File: config.mk
export PLATFORM = sky130hd
export DESIGN_NAME = obi_master_pipe_flat
export DESIGN_NICKNAME = d
export VERILOG_FILES = /design/src/rtl/obi_master_pipe_pkg.sv /design/src/rtl/obi_master_pipe_if.sv /design/src/rtl/obi_master_pipe_rsp_fifo.sv /design/src/rtl/obi_master_pipe.sv /design/src/flat_wrapper.sv
export SDC_FILE = /design/constraint.sdc
export NUM_CORES = 1
export LEC_CHECK = 0
export ABC_CLOCK_PERIOD_IN_PS = 11000
export CAP_MARGIN = 0
export CORE_MARGIN = 2
export CORE_UTILIZATION = 30
export DETAILED_ROUTE_END_ITERATION = 7
export SLEW_MARGIN = 20
export SYNTH_ARGS = -nofsm -noshare
export SYNTH_HDL_FRONTEND = slang
export SYNTH_SLANG_ARGS = --single-unit
export TNS_END_PERCENT = 100
File: constraint.sdc
create_clock -name clk_i -period 11 [get_ports clk_i]
set_input_delay 3.3 -clock clk_i [delete_from_list [all_inputs] [get_ports clk_i]]
set_output_delay 3.3 -clock clk_i [all_outputs]
set_load 0.02 [all_outputs]
File: src/rtl/obi_master_pipe_pkg.sv
// Shared types for obi_master_pipe: A-phase state encoding, response tag layout
// and small helper functions.
package obi_master_pkg;

   typedef enum logic [0:0] {
      A_IDLE = 1'b0,
      A_REQ  = 1'b1
   } a_state_e;

   // The data-width-dependent part of a response is added by a module-level typedef.
   typedef struct packed {
      logic err;
      logic we;
   } rsp_tag_t;

   localparam int unsigned ERR_CNT_W = 8;

   function automatic logic [ERR_CNT_W-1:0] sat_inc8(input logic [ERR_CNT_W-1:0] v);
      return (v == 8'hFF) ? v : v + 8'd1;
   endfunction

   function automatic int unsigned ptr_w(input int unsigned depth);
      return (depth > 32'd1) ? $clog2(depth) : 32'd1;
   endfunction

endpackage

File: src/rtl/obi_master_pipe_if.sv
// OBI A/R channel bundle between obi_master_pipe (master) and the bus (slave).
interface obi_master_pipe_if #(
   parameter int unsigned ADDR_WIDTH = 32,
   parameter int unsigned DATA_WIDTH = 32
);
   logic                    req;
   logic                    gnt;
   logic [ADDR_WIDTH-1:0]   addr;
   logic                    we;
   logic [DATA_WIDTH/8-1:0] be;
   logic [DATA_WIDTH-1:0]   wdata;
   logic                    rvalid;
   logic                    rready;
   logic [DATA_WIDTH-1:0]   rdata;
   logic                    err;

   modport master (
      output req, addr, we, be, wdata, rready,
      input  gnt, rvalid, rdata, err
   );

   modport slave (
      input  req, addr, we, be, wdata, rready,
      output gnt, rvalid, rdata, err
   );
endinterface

File: src/rtl/obi_master_pipe_rsp_fifo.sv
// obi_rsp_fifo: first-word fall-through in-order FIFO; a push on a full FIFO is
// accepted when a pop happens in the same cycle.
module obi_rsp_fifo
   import obi_master_pkg::*;
#(
   parameter int unsigned WIDTH = 8,
   parameter int unsigned DEPTH = 4
) (
   input  logic             clk_i,
   input  logic             reset_i,
   input  logic             push_i,
   input  logic [WIDTH-1:0] wdata_i,
   input  logic             pop_i,
   output logic [WIDTH-1:0] rdata_o,
   output logic             empty_o
);
   localparam int unsigned PW = ptr_w(DEPTH);
   localparam int unsigned CW = $clog2(DEPTH + 1);

   logic [WIDTH-1:0] mem_q [DEPTH];
   logic [PW-1:0]    wptr_q;
   logic [PW-1:0]    rptr_q;
   logic [CW-1:0]    count_q;
   logic             do_push_s;
   logic             do_pop_s;

   function automatic logic [PW-1:0] next_ptr(input logic [PW-1:0] p);
      return (p == PW'(DEPTH - 1)) ? {PW{1'b0}} : p + {{(PW-1){1'b0}}, 1'b1};
   endfunction

   assign do_pop_s  = pop_i && (count_q != {CW{1'b0}});
   assign do_push_s = push_i && ((count_q != CW'(DEPTH)) || do_pop_s);
   assign rdata_o   = mem_q[rptr_q];
   assign empty_o   = (count_q == {CW{1'b0}});

   // Storage, pointers and occupancy.
   always_ff @(posedge clk_i or posedge reset_i) begin
      if (reset_i) begin
         for (int i = 0; i < int'(DEPTH); i++) begin
            mem_q[i] <= {WIDTH{1'b0}};
         end
         wptr_q  <= {PW{1'b0}};
         rptr_q  <= {PW{1'b0}};
         count_q <= {CW{1'b0}};
      end else begin
         if (do_push_s) begin
            mem_q[wptr_q] <= wdata_i;
            wptr_q        <= next_ptr(wptr_q);
         end
         if (do_pop_s) begin
            rptr_q <= next_ptr(rptr_q);
         end
         case ({do_push_s, do_pop_s})
            2'b10:   count_q <= count_q + {{(CW-1){1'b0}}, 1'b1};
            2'b01:   count_q <= count_q - {{(CW-1){1'b0}}, 1'b1};
            default: count_q <= count_q;
         endcase
      end
   end
endmodule

File: src/rtl/obi_master_pipe.sv
// obi_master_pipe: pipelined OBI master with one-entry A-phase buffer, credit
// counter and in-order response FIFO. Optional: OBI_MASTER_PIPE_ERRCNT_EN adds err_cnt_o.
module obi_master_pipe
   import obi_master_pkg::*;
#(
   parameter int unsigned ADDR_WIDTH = 32,
   parameter int unsigned DATA_WIDTH = 32,
   parameter int unsigned MAX_OUTST  = 4
) (
   input  logic                    clk_i,
   input  logic                    reset_i,
   input  logic                    cmd_req_i,
   output logic                    cmd_gnt_o,
   input  logic                    cmd_we_i,
   input  logic [ADDR_WIDTH-1:0]   cmd_addr_i,
   input  logic [DATA_WIDTH/8-1:0] cmd_be_i,
   input  logic [DATA_WIDTH-1:0]   cmd_wdata_i,
   output logic                    rsp_valid_o,
   input  logic                    rsp_ready_i,
   output logic [DATA_WIDTH-1:0]   rsp_rdata_o,
   output logic                    rsp_err_o,
   output logic                    rsp_we_o,
   obi_master_pipe_if.master       obi,
`ifdef OBI_MASTER_PIPE_ERRCNT_EN
   output logic [ERR_CNT_W-1:0]    err_cnt_o,
`endif
   output logic                    spurious_o
);
   localparam int unsigned CNT_W = $clog2(MAX_OUTST + 1);
   localparam int unsigned BE_W  = DATA_WIDTH / 8;

   typedef struct packed {
      logic [DATA_WIDTH-1:0] rdata;
      rsp_tag_t              tag;
   } rsp_t;

   a_state_e              state_q;
   logic [ADDR_WIDTH-1:0] addr_q;
   logic                  we_q;
   logic [BE_W-1:0]       be_q;
   logic [DATA_WIDTH-1:0] wdata_q;
   logic [CNT_W-1:0]      cnt_q;
   logic [CNT_W-1:0]      cnt_d;
   logic                  rready_q;
   logic                  spurious_q;

   logic accept_s;
   logic a_gnt_s;
   logic pop_s;
   logic r_beat_s;
   logic r_spur_s;
   logic tag_we_s;
   logic tag_empty_s;
   logic rsp_empty_s;
   rsp_t rsp_push_s;
   rsp_t rsp_head_s;

   assign cmd_gnt_o = ((state_q == A_IDLE) || obi.gnt) && (cnt_q < CNT_W'(MAX_OUTST));
   assign accept_s  = cmd_req_i && cmd_gnt_o;
   assign a_gnt_s   = (state_q == A_REQ) && obi.gnt;
   assign pop_s     = rsp_valid_o && rsp_ready_i;

   // A beat only counts if a granted command is still waiting for its answer.
   assign r_beat_s = obi.rvalid && rready_q && !tag_empty_s;
   assign r_spur_s = obi.rvalid && rready_q && tag_empty_s;

   assign obi.req    = (state_q == A_REQ);
   assign obi.addr   = addr_q;
   assign obi.we     = we_q;
   assign obi.be     = be_q;
   assign obi.wdata  = wdata_q;
   assign obi.rready = rready_q;

   assign rsp_valid_o = !rsp_empty_s;
   assign rsp_rdata_o = rsp_head_s.rdata;
   assign rsp_err_o   = rsp_head_s.tag.err;
   assign rsp_we_o    = rsp_head_s.tag.we;
   assign spurious_o  = spurious_q;

   // Credit count: accepted commands whose response has not yet been popped.
   always_comb begin
      cnt_d = cnt_q;
      case ({accept_s, pop_s})
         2'b10:   cnt_d = cnt_q + {{(CNT_W-1){1'b0}}, 1'b1};
         2'b01:   cnt_d = cnt_q - {{(CNT_W-1){1'b0}}, 1'b1};
         default: cnt_d = cnt_q;
      endcase
   end

   // Response record; write responses never carry bus data.
   always_comb begin
      rsp_push_s         = '{rdata: {DATA_WIDTH{1'b0}}, tag: '{err: 1'b0, we: 1'b0}};
      rsp_push_s.tag.err = obi.err;
      rsp_push_s.tag.we  = tag_we_s;
      if (tag_we_s) begin
         rsp_push_s.rdata = {DATA_WIDTH{1'b0}};
      end else begin
         rsp_push_s.rdata = obi.rdata;
      end
   end

   // A-phase FSM and command buffer; buffer holds until the bus grants it.
   always_ff @(posedge clk_i or posedge reset_i) begin
      if (reset_i) begin
         state_q <= A_IDLE;
         addr_q  <= {ADDR_WIDTH{1'b0}};
         we_q    <= 1'b0;
         be_q    <= {BE_W{1'b0}};
         wdata_q <= {DATA_WIDTH{1'b0}};
      end else begin
         if (accept_s) begin
            addr_q  <= cmd_addr_i;
            we_q    <= cmd_we_i;
            be_q    <= cmd_be_i;
            wdata_q <= cmd_wdata_i;
         end
         case (state_q)
            A_IDLE:  state_q <= accept_s ? A_REQ : A_IDLE;
            A_REQ:   state_q <= (accept_s || !obi.gnt) ? A_REQ : A_IDLE;
            default: state_q <= A_IDLE;
         endcase
      end
   end

   // Credit counter, R-channel ready and sticky spurious flag.
   always_ff @(posedge clk_i or posedge reset_i) begin
      if (reset_i) begin
         cnt_q      <= {CNT_W{1'b0}};
         rready_q   <= 1'b0;
         spurious_q <= 1'b0;
      end else begin
         cnt_q      <= cnt_d;
         rready_q   <= 1'b1;
         spurious_q <= spurious_q || r_spur_s;
      end
   end

`ifdef OBI_MASTER_PIPE_ERRCNT_EN
   logic [ERR_CNT_W-1:0] err_cnt_q;

   // Saturating count of error responses.
   always_ff @(posedge clk_i or posedge reset_i) begin
      if (reset_i) begin
         err_cnt_q <= {ERR_CNT_W{1'b0}};
      end else if (r_beat_s && obi.err) begin
         err_cnt_q <= sat_inc8(err_cnt_q);
      end else begin
         err_cnt_q <= err_cnt_q;
      end
   end

   assign err_cnt_o = err_cnt_q;
`endif

   obi_rsp_fifo #(
      .WIDTH (1),
      .DEPTH (MAX_OUTST)
   ) u_tag_q (
      .clk_i   (clk_i),
      .reset_i (reset_i),
      .push_i  (a_gnt_s),
      .wdata_i (we_q),
      .pop_i   (r_beat_s),
      .rdata_o (tag_we_s),
      .empty_o (tag_empty_s)
   );

   obi_rsp_fifo #(
      .WIDTH ($bits(rsp_t)),
      .DEPTH (MAX_OUTST)
   ) u_rsp_fifo (
      .clk_i   (clk_i),
      .reset_i (reset_i),
      .push_i  (r_beat_s),
      .wdata_i (rsp_push_s),
      .pop_i   (pop_s),
      .rdata_o (rsp_head_s),
      .empty_o (rsp_empty_s)
   );
endmodule
File: src/flat_wrapper.sv
// flat-port wrapper written by rule: the top's interface ports become plain ports
module obi_master_pipe_flat import obi_master_pkg::*;
#(
   parameter int unsigned ADDR_WIDTH = 32,
   parameter int unsigned DATA_WIDTH = 32,
   parameter int unsigned MAX_OUTST  = 4
)
  (clk_i, reset_i, cmd_req_i, cmd_gnt_o, cmd_we_i, cmd_addr_i, cmd_be_i, cmd_wdata_i, rsp_valid_o, rsp_ready_i, rsp_rdata_o, rsp_err_o, rsp_we_o, spurious_o, obi_req, obi_addr, obi_we, obi_be, obi_wdata, obi_rready, obi_gnt, obi_rvalid, obi_rdata, obi_err);
  obi_master_pipe_if #(.ADDR_WIDTH(ADDR_WIDTH), .DATA_WIDTH(DATA_WIDTH)) obi_i ();
  input  logic clk_i;
  input  logic reset_i;
  input  logic cmd_req_i;
  output logic cmd_gnt_o;
  input  logic cmd_we_i;
  input  logic [ADDR_WIDTH-1:0] cmd_addr_i;
  input  logic [DATA_WIDTH/8-1:0] cmd_be_i;
  input  logic [DATA_WIDTH-1:0] cmd_wdata_i;
  output logic rsp_valid_o;
  input  logic rsp_ready_i;
  output logic [DATA_WIDTH-1:0] rsp_rdata_o;
  output logic rsp_err_o;
  output logic rsp_we_o;
  output logic spurious_o;
  output wire logic [$bits(obi_i.req)-1:0] obi_req;
  output wire logic [$bits(obi_i.addr)-1:0] obi_addr;
  output wire logic [$bits(obi_i.we)-1:0] obi_we;
  output wire logic [$bits(obi_i.be)-1:0] obi_be;
  output wire logic [$bits(obi_i.wdata)-1:0] obi_wdata;
  output wire logic [$bits(obi_i.rready)-1:0] obi_rready;
  input wire logic [$bits(obi_i.gnt)-1:0] obi_gnt;
  input wire logic [$bits(obi_i.rvalid)-1:0] obi_rvalid;
  input wire logic [$bits(obi_i.rdata)-1:0] obi_rdata;
  input wire logic [$bits(obi_i.err)-1:0] obi_err;
  assign obi_req = obi_i.req;
  assign obi_addr = obi_i.addr;
  assign obi_we = obi_i.we;
  assign obi_be = obi_i.be;
  assign obi_wdata = obi_i.wdata;
  assign obi_rready = obi_i.rready;
  assign obi_i.gnt = obi_gnt;
  assign obi_i.rvalid = obi_rvalid;
  assign obi_i.rdata = obi_rdata;
  assign obi_i.err = obi_err;
  obi_master_pipe #(.ADDR_WIDTH(ADDR_WIDTH), .DATA_WIDTH(DATA_WIDTH), .MAX_OUTST(MAX_OUTST)) u_core (.clk_i(clk_i), .reset_i(reset_i), .cmd_req_i(cmd_req_i), .cmd_gnt_o(cmd_gnt_o), .cmd_we_i(cmd_we_i), .cmd_addr_i(cmd_addr_i), .cmd_be_i(cmd_be_i), .cmd_wdata_i(cmd_wdata_i), .rsp_valid_o(rsp_valid_o), .rsp_ready_i(rsp_ready_i), .rsp_rdata_o(rsp_rdata_o), .rsp_err_o(rsp_err_o), .rsp_we_o(rsp_we_o), .obi(obi_i), .spurious_o(spurious_o));
endmodule
Yosys cells after proc, flatten, opt, wreduce, memory -nomap -nowiden
Index checks and enable logic that the tools add are counted.
Word-level totals
  logic and storage cells: 107
  output and inout bits: 108
  memories: 0
  ROM bits: 0
  bits in registers: 229
  RAM bits: 0
  latch bits: 0
Cells by class
  shifts and indexed selects: 0
  reductions and logical operators: 28
  $add $sub $neg: 10
  magnitude comparators: 7
  muxes and demuxes: 23
  equality and inequality tests: 12
  multiply operators: 0
  bitwise logic cells: 5
  div/mod/pow operators: 0
Operator list (number)
  136-bit bitwise mux: 1
  34-bit two-way mux: 3
  34-bit binary-select mux with 2-bit select: 1
  34-bit demux with 2-bit select: 1
  32-bit two-way mux: 1
  3-bit case mux with 2 select lines: 3
  2-bit equality test, second input constant: 7
  1-bit logical AND: 13
  3-bit >= comparator, second input constant: 4
  2-bit NOT with 3-bit output: 4
  3-bit by 1-bit adder with 3-bit output, second input constant: 3
  3-bit by 1-bit subtractor with 3-bit output, second input constant: 3
  2-bit by 1-bit adder with 2-bit output, second input constant: 4
  2-bit two-way mux: 4
  2-bit by 1-bit equality test with 1-bit output, second input constant: 3
  3-bit zero test: 2
  3-bit by 1-bit less-than comparator with 1-bit output, second input constant: 2
  3-bit != test, second input constant: 2
  2-bit nonzero test: 3
  3-bit nonzero test: 2
  1-bit logical OR: 5
  1-bit two-way mux: 5
  4-bit bitwise mux: 1
  1-bit zero test: 3
  5 further kinds: 5

Logic depth before layout (Yosys ltp)
Gate-level depths: netlist (run 1).
  word-level depth: 8
  depth in mapped cells: 11
  mapped depth without buffers: 9

Hierarchy
A second synthesis (run 1) with hierarchy kept.
Unflattened totals
  cell total of the unflattened synthesis: 643
  area total of the unflattened synthesis: 10815.4 sq um
Modules (own cells, without submodules)
  obi_rsp_fifo (u_core.u_rsp_fifo): seq. area each 3578.4 sq um, cells an instance 380, times used 1, area each 7005.5 sq um
  obi_master_pipe: seq. area each 1876.8 sq um, cells an instance 210, times used 1, area each 3166.8 sq um
  obi_rsp_fifo (u_core.u_tag_q): seq. area each 275.3 sq um, cells an instance 53, times used 1, area each 643.1 sq um

Worst setup path after synthesis (run 1)
No wires, ideal clock.
  kind: input to output
  from: in obi_gnt
  to: out cmd_gnt_o
  data required time: 7.700 ns
  stages on the path: 2
  arrival time: 3.626 ns
  setup slack: 4.074 ns
  path through: nor2b_1 > nor2_1
Between the ends
  cells in the longest elaborated chain, start to end: 2
RTL lines
  start, declared: RTL line flat_wrapper.sv:30  | input wire logic [$bits(obi_i.gnt)-1:0] obi_gnt;
  1-bit logical OR: RTL line obi_master_pipe.sv:58  | assign cmd_gnt_o = ((state_q == A_IDLE) || obi.gnt) && (cnt_q < CNT_W'(MAX_OUTST));
  1-bit logical AND: RTL line obi_master_pipe.sv:58
  end, declared: RTL line flat_wrapper.sv:13  | output logic cmd_gnt_o;
No other way between the ends.

Final worst setup path (run 1)
Same ends and word-level chain as after synthesis.

==> impl_metrics.env, run 1 <==
export IMPL_drv_slew=0
export IMPL_drtAntennaViolNets=0
export IMPL_cts_sinks=229
export IMPL_clock_latency_ns=0.54
export IMPL_drt_iter0_markers=216
export IMPL_grt_antenna_before_repair=1
export IMPL_cts_max_path_buffers=3
export IMPL_numPortBuffers=215
export IMPL_vias_per_cell=4.611
export IMPL_fin_crit_ns=8.044
export IMPL_post_cts_resized=0
export IMPL_setup_viol=0
export IMPL_via_count=6446
export IMPL_r2r_slack_ns=8.36
export IMPL_rows=70
export IMPL_synth_net_count=833
export IMPL_start_util_pct=30.22
export IMPL_cts_tree="done"
export IMPL_slew_headroom_pct=24.42
export IMPL_hold_class="flop to flop"
export IMPL_internal_power_uw=2955
export IMPL_die_w_um=195.1
export IMPL_timing_final_crit_share_pct=73.13
export IMPL_final_layout_size_suffix_gt1_share_pct=32.69
export IMPL_grt_pass1_vias=7135
export IMPL_dp_cells=1353
export IMPL_avgRoutedWirePerCell_um=18.36
export IMPL_final_cell_mix="dfrtp_1 (226), clkdlybuf4s50_1 (215), mux2_4 (116)"
export IMPL_synthCells=709
export IMPL_hold_viol_final=0
export IMPL_io_pins=216
export IMPL_wl_met1_um=11210
export IMPL_endpoint_kind="output port"
export IMPL_synthFlopType="dfrtp_1"
export IMPL_ys_ff_latch=229
export IMPL_final_nets=1038
export IMPL_ir_worst_vdd_mv=0.1452
export IMPL_power_frac_seq_pct=33.4
export IMPL_ff2ff_path_depth=3
export IMPL_reg2reg_from="u_core.u_tag_q.count_q[2]"
export IMPL_p_per_area_nw_per_um2=321.8
export IMPL_layout_commonest_cell="dfrtp_1"
export IMPL_routed_top_layer="met5"
export IMPL_combPwrFrac_pct=48.3
export IMPL_cts_buffers_inserted=27
export IMPL_cts_hold_buf=0
export IMPL_crit_slowest_cell="clkdlybuf4s50_1"
export IMPL_cp_cell_sequence="clkdlybuf4s50_1 -> nor2b_1 -> nor2_1 -> clkdlybuf4s50_1"
export IMPL_p_leak_uw=0.006359
export IMPL_synth_distinct_cells=35
export IMPL_synthTopCellsByArea="dfrtp_1 (52%), mux2_4 (16%), mux2_2 (10%), mux4_2 (7.0%), buf_12 (2.2%)"
export IMPL_met2_length_um=11920
export IMPL_h_tree_depth=1
export IMPL_path_class="input port to output port"
export IMPL_crit_start="obi_gnt"
export IMPL_skew_ns=0.01843
export IMPL_yosysSeqAreaShare_pct=52.30
export IMPL_clkSlewWorstSetupHoldPaths_ns=0.05
export IMPL_worstPathArrival_ns=4.74
export IMPL_worst_pin_slew_ns=1.134
export IMPL_critPathMaxStageDelay_ns=0.62
export IMPL_drc_errors=0
export IMPL_cts_root_buf="clkbuf_16"
export IMPL_syn_to_final_growth_pct=29.45
export IMPL_worst_ep_required_time_ns=7.70
export IMPL_yosysTopAreaCell="dfrtp_1"
export IMPL_crit_path_end="cmd_gnt_o"
export IMPL_status="finished, final reports clean"
export IMPL_rsz0062_at_grt="false"
export IMPL_async_flop_share_pct=100.0
export IMPL_ys_warn_count=0
export IMPL_grt_max_degree=81
export IMPL_cap_violations=0
export IMPL_gp_congestion=0.6922
export IMPL_start_kind="input port"
export IMPL_grt_ovfl_total=0
export IMPL_drt_pass1_iterations=4
export IMPL_max_clock_freq_mhz=124.3
export IMPL_place_hpwl_um=15340
export IMPL_synth_avg_cell_area_um2=15.46
export IMPL_cp_common_cell="clkdlybuf4s50_1"
export IMPL_synth_top_area_share_pct=52.30
export IMPL_nFillCells=3422
export IMPL_p_sw_share_pct=35.26
export IMPL_die_area_um2=38070
export IMPL_syn_area_um2=10960
export IMPL_tns_ns=0
export IMPL_grt_pass1_wl_um=41130
export IMPL_timing_rr_end="u_core.u_rsp_fifo.mem_q[85]"
export IMPL_instances_no_fill=1398
export IMPL_grt_usage_pct=13.66
export IMPL_clkPwrFrac_pct=18.3
export IMPL_cts_setup_buffers=0
export IMPL_synth_edff_count=0
export IMPL_critPathMaxFanout=6
export IMPL_wl_met3_um=2019
export IMPL_p_sw_uw=1610
export IMPL_antenna_cells=0
export IMPL_totalWireLength_um=25670
export IMPL_die_h_um=195.1
export IMPL_coreArea_um2=36260
final cells by class:
cell class | count | area, um2 | share of cell area (%)
tap | 468 | 585.6 | 4.128
clock buffer | 40 | 784.5 | 5.531
clock inverter | 5 | 33.78 | 0.2382
sequential | 229 | 5734 | 40.43
inverter | 22 | 90.09 | 0.6351
timing repair buffer | 220 | 2193 | 15.46
multi-input combinational | 414 | 4763 | 33.58
critical path, delay by kind of cell:
family                 cells  cell delay (ns)
buffers and inverters      2             1.22
AND/OR/NAND/NOR            2             0.23
cell usage after synthesis, types with 5 or more instances:
cell,n
a21oi_1,5
nand3_1,6
buf_2,12
nand2b_1,32
mux2_2,97
nor2_1,8
mux2i_1,8
mux4_2,34
nand2_1,34
clkbuf_1,17
dfrtp_1,229
inv_1,22
ha_1,13
mux2_4,116
xor2_1,6
o22ai_1,32
buf_12,12
power groups by stage:
| stage | clock network, uW | logic, uW | registers [uW] |
|---|---|---|---|
| 3_5_place_dp | 0 | 2230 | 1530 |
| 5_1_grt | 901 | 2370 | 1590 |
| 2_1_floorplan | 0 | 1360 | 1590 |
| 3_3_place_gp | 0 | 2220 | 1520 |
| 4_1_cts | 869 | 2240 | 1530 |
| 6_report | 835 | 2200 | 1530 |
how the worst min path moves through the flow:
stage | from | to | depth (start not counted)
6_report | u_core.cnt_q[0] | u_core.cnt_q[0] | 1
3_5_place_dp | u_core.spurious_o | u_core.spurious_o | 1
3_3_place_gp | u_core.spurious_o | u_core.spurious_o | 1
2_1_floorplan | u_core.cnt_q[0] | u_core.cnt_q[0] | 1
5_1_grt | u_core.spurious_o | u_core.spurious_o | 1
4_1_cts | u_core.cnt_q[0] | u_core.cnt_q[0] | 1
flip-flops by register name (all words and copies together) (netlist names), 3 cells and up:
name                       count
u_core.u_tag_q.mem_q           4
u_core.u_tag_q.count_q         3
u_core.u_rsp_fifo.mem_q      136
u_core.u_rsp_fifo.count_q      3
u_core.obi.be                  4
u_core.obi.wdata              32
u_core.obi.addr               32
u_core.cnt_q                   3
per-stage QoR:
stage	utilization (%)	setup slack, ns	hold slack (ns)	power [uW]	area, um2
floorplan	-	1.424	0.4465	2943	10960
global placement	36.85	2.995	0.4555	3738	13360
global route	39.12	2.867	0.4924	4859	14180
CTS	39.11	2.962	0.4785	4644	14180
detailed placement	36.85	2.971	0.4619	3763	13360
finish	39.12	2.956	0.4741	4565	14180
logic make-up after synthesis:
family | synth area share (%)
other cells | 0.03422
fa+ha+maj | 2.032
compound gates | 2.386
mux | 33.58
flops | 52.30
xor+xnor | 0.7194
buf+inv | 4.282
simple gates | 4.670
layer usage:
layer	global-route usage [%]	vias up
li1	-	2944
met1	17.78	3284
met2	21.96	185
met3	4.836	31
met4	2.912	2
met5	0	-
(Power assumes the default switching activity.)
==> run 2: changes to the inputs <==
--- a/config.mk
+++ b/config.mk
@@ -5,7 +5,7 @@
 export SDC_FILE = /design/constraint.sdc
 export NUM_CORES = 1
 export LEC_CHECK = 0
-export ABC_CLOCK_PERIOD_IN_PS = 11000
+export ABC_CLOCK_PERIOD_IN_PS = 7200
 export CAP_MARGIN = 0
 export CORE_MARGIN = 2
 export CORE_UTILIZATION = 30
==> constraint.sdc (replaced) <==
create_clock -name clk_i -period 7.2 [get_ports clk_i]
set_input_delay 2.16 -clock clk_i [delete_from_list [all_inputs] [get_ports clk_i]]
set_output_delay 2.16 -clock clk_i [all_outputs]
set_load 0.02 [all_outputs]
==> run 2 against run 1 <==
First-iteration DRC count down 21%. Largest power group unchanged. Flip-flop and latch count unchanged. Final cell count about the same. Highest routed layer is now met4. Worst setup slack worse by 1.5 ns. Global-route usage down 0.24 points. Routed wire length down 1.4%. Combinational power up 50%.
==> impl_metrics.env, run 2 (synthesis results as in run 1) <==
export IMPL_endpoint_kind="output port"
export IMPL_grt_antenna_before_repair=0
export IMPL_totalWireLength_um=25300
export IMPL_clkSlewWorstSetupHoldPaths_ns=0.06
export IMPL_max_clock_freq_mhz=174.0
export IMPL_grt_pass1_vias=7038
export IMPL_final_nets=1038
export IMPL_cts_setup_buffers=0
export IMPL_avgRoutedWirePerCell_um=18.09
export IMPL_tns_ns=0
export IMPL_numPortBuffers=215
export IMPL_drtAntennaViolNets=0
export IMPL_gp_congestion=0.6657
export IMPL_critPathMaxFanout=6
export IMPL_worstPathArrival_ns=3.59
export IMPL_hold_start="u_core.spurious_o"
export IMPL_syn_to_final_growth_pct=29.95
export IMPL_reg2reg_from="u_core.u_tag_q.count_q[2]"
export IMPL_cts_tree="done"
export IMPL_start_kind="input port"
export IMPL_via_count=6467
export IMPL_coreArea_um2=36260
export IMPL_rows=70
export IMPL_place_hpwl_um=14870
export IMPL_p_leak_uw=0.006383
export IMPL_worst_pin_slew_ns=1.060
export IMPL_drt_pass1_iterations=6
export IMPL_final_cell_mix="dfrtp_1 (226), clkdlybuf4s50_1 (215), mux2_4 (116)"
export IMPL_grt_max_degree=106
export IMPL_cap_violations=0
export IMPL_cts_hold_buf=0
export IMPL_die_w_um=195.1
export IMPL_skew_ns=0.02437
export IMPL_p_per_area_nw_per_um2=492.5
export IMPL_placed_cell_area_um2=13380
export IMPL_hold_depth=1
export IMPL_setup_viol=0
export IMPL_h_tree_depth=1
export IMPL_layout_commonest_cell="dfrtp_1"
export IMPL_r2r_slack_ns=4.56
export IMPL_hold_class="flop to flop"
export IMPL_cts_sinks=229
export IMPL_slew_headroom_pct=29.35
export IMPL_die_area_um2=38070
export IMPL_status="finished, final reports clean"
export IMPL_worst_ep_required_time_ns=5.04
export IMPL_start_util_pct=30.22
export IMPL_path_class="input port to output port"
export IMPL_drt_iter0_markers=171
export IMPL_grt_usage_pct=13.42
export IMPL_clock_latency_ns=0.55
export IMPL_cts_root_buf="clkbuf_16"
export IMPL_grt_pass1_wl_um=40600
export IMPL_drc_errors=0
export IMPL_post_cts_resized=0
export IMPL_vias_per_cell=4.623
export IMPL_rsz0062_at_grt="false"
export IMPL_drv_slew=0
export IMPL_timing_final_crit_share_pct=79.82
export IMPL_io_pins=216
export IMPL_cts_buffers_inserted=28
export IMPL_antenna_cells=0
export IMPL_largest_register="u_core.u_rsp_fifo.mem_q"
export IMPL_cts_max_path_buffers=3
export IMPL_stdcell_area_um2=14240
export IMPL_grt_ovfl_total=0
export IMPL_crit_start="obi_gnt"
export IMPL_final_layout_size_suffix_gt1_share_pct=32.55
export IMPL_nFillCells=3430
export IMPL_fin_crit_ns=5.747
export IMPL_ff2ff_path_depth=3
export IMPL_largest_register_ffs=136
export IMPL_hold_viol_final=0
export IMPL_ir_worst_vdd_mv=0.2222
export IMPL_die_h_um=195.1
## run 2: changes by cell type in the layout (fill, tap and decap cells not counted), moves of 2 or more
cell	before	now
buf_4	4	2
clkbuf_16	27	29
buf_12	0	2
clkbuf_1	7	9
## run 2: worst max-delay path: stages
cell and delay (ns):
clkdlybuf4s50_1 0.60, nor2b_1 0.12, nor2_1 0.10, clkdlybuf4s50_1 0.60
## run 2: layer usage
metal  vias to the layer above  GRT usage (%)  routed length [um]
met3                        37          4.404                1881
met2                       189          21.10               11740
met5                         -              0                   0
met4                         0          3.082                 481
li1                       2940              -                   -
met1                      3301          18.02               11200
## run 2: path summary, 6_finish.rpt
kind	endpoint
max	cmd_gnt_o
min	u_core.spurious_o
max reg2reg	u_core.u_rsp_fifo.mem_q[20]
min reg2reg	u_core.spurious_o
max in group asynchronous	u_core.u_rsp_fifo.mem_q[126]
min in group asynchronous	u_core.obi.wdata[23]
## run 2: through the flow
stage          hold slack [ns]  worst slack, ns  total power [uW]  utilization [%]  cells
6_report                0.4718            1.453              7013            39.27   1399
3_5_place_dp            0.4606            1.476              5746            36.89   1352
3_3_place_gp            0.4546            1.471              5699            36.89   1352
5_1_grt                 0.4912            1.352              7456            39.27   1399
2_1_floorplan           0.4465            2.046              4497                -    709
4_1_cts                 0.4783            1.464              7131            39.27   1399
## run 2: layout make-up
class / count / area [um2] / share of cell area [%]
Inverter: 22 / 86.33 / 0.6063
Sequential cell: 229 / 5737 / 40.29
Clock inverter: 3 / 18.77 / 0.1318
Clock buffer: 44 / 842.1 / 5.913
Timing Repair Buffer: 219 / 2207 / 15.50
Tap cell: 468 / 585.6 / 4.112
Multi-Input combinational cell: 414 / 4763 / 33.45
## run 2: power by group
part           internal (uW)  leakage [uW]  switching [uW]
registers               1900       0.00281             478
clock network            792      0.000423             535
logic                   1870       0.00315            1440
total                   4560       0.00638            2450
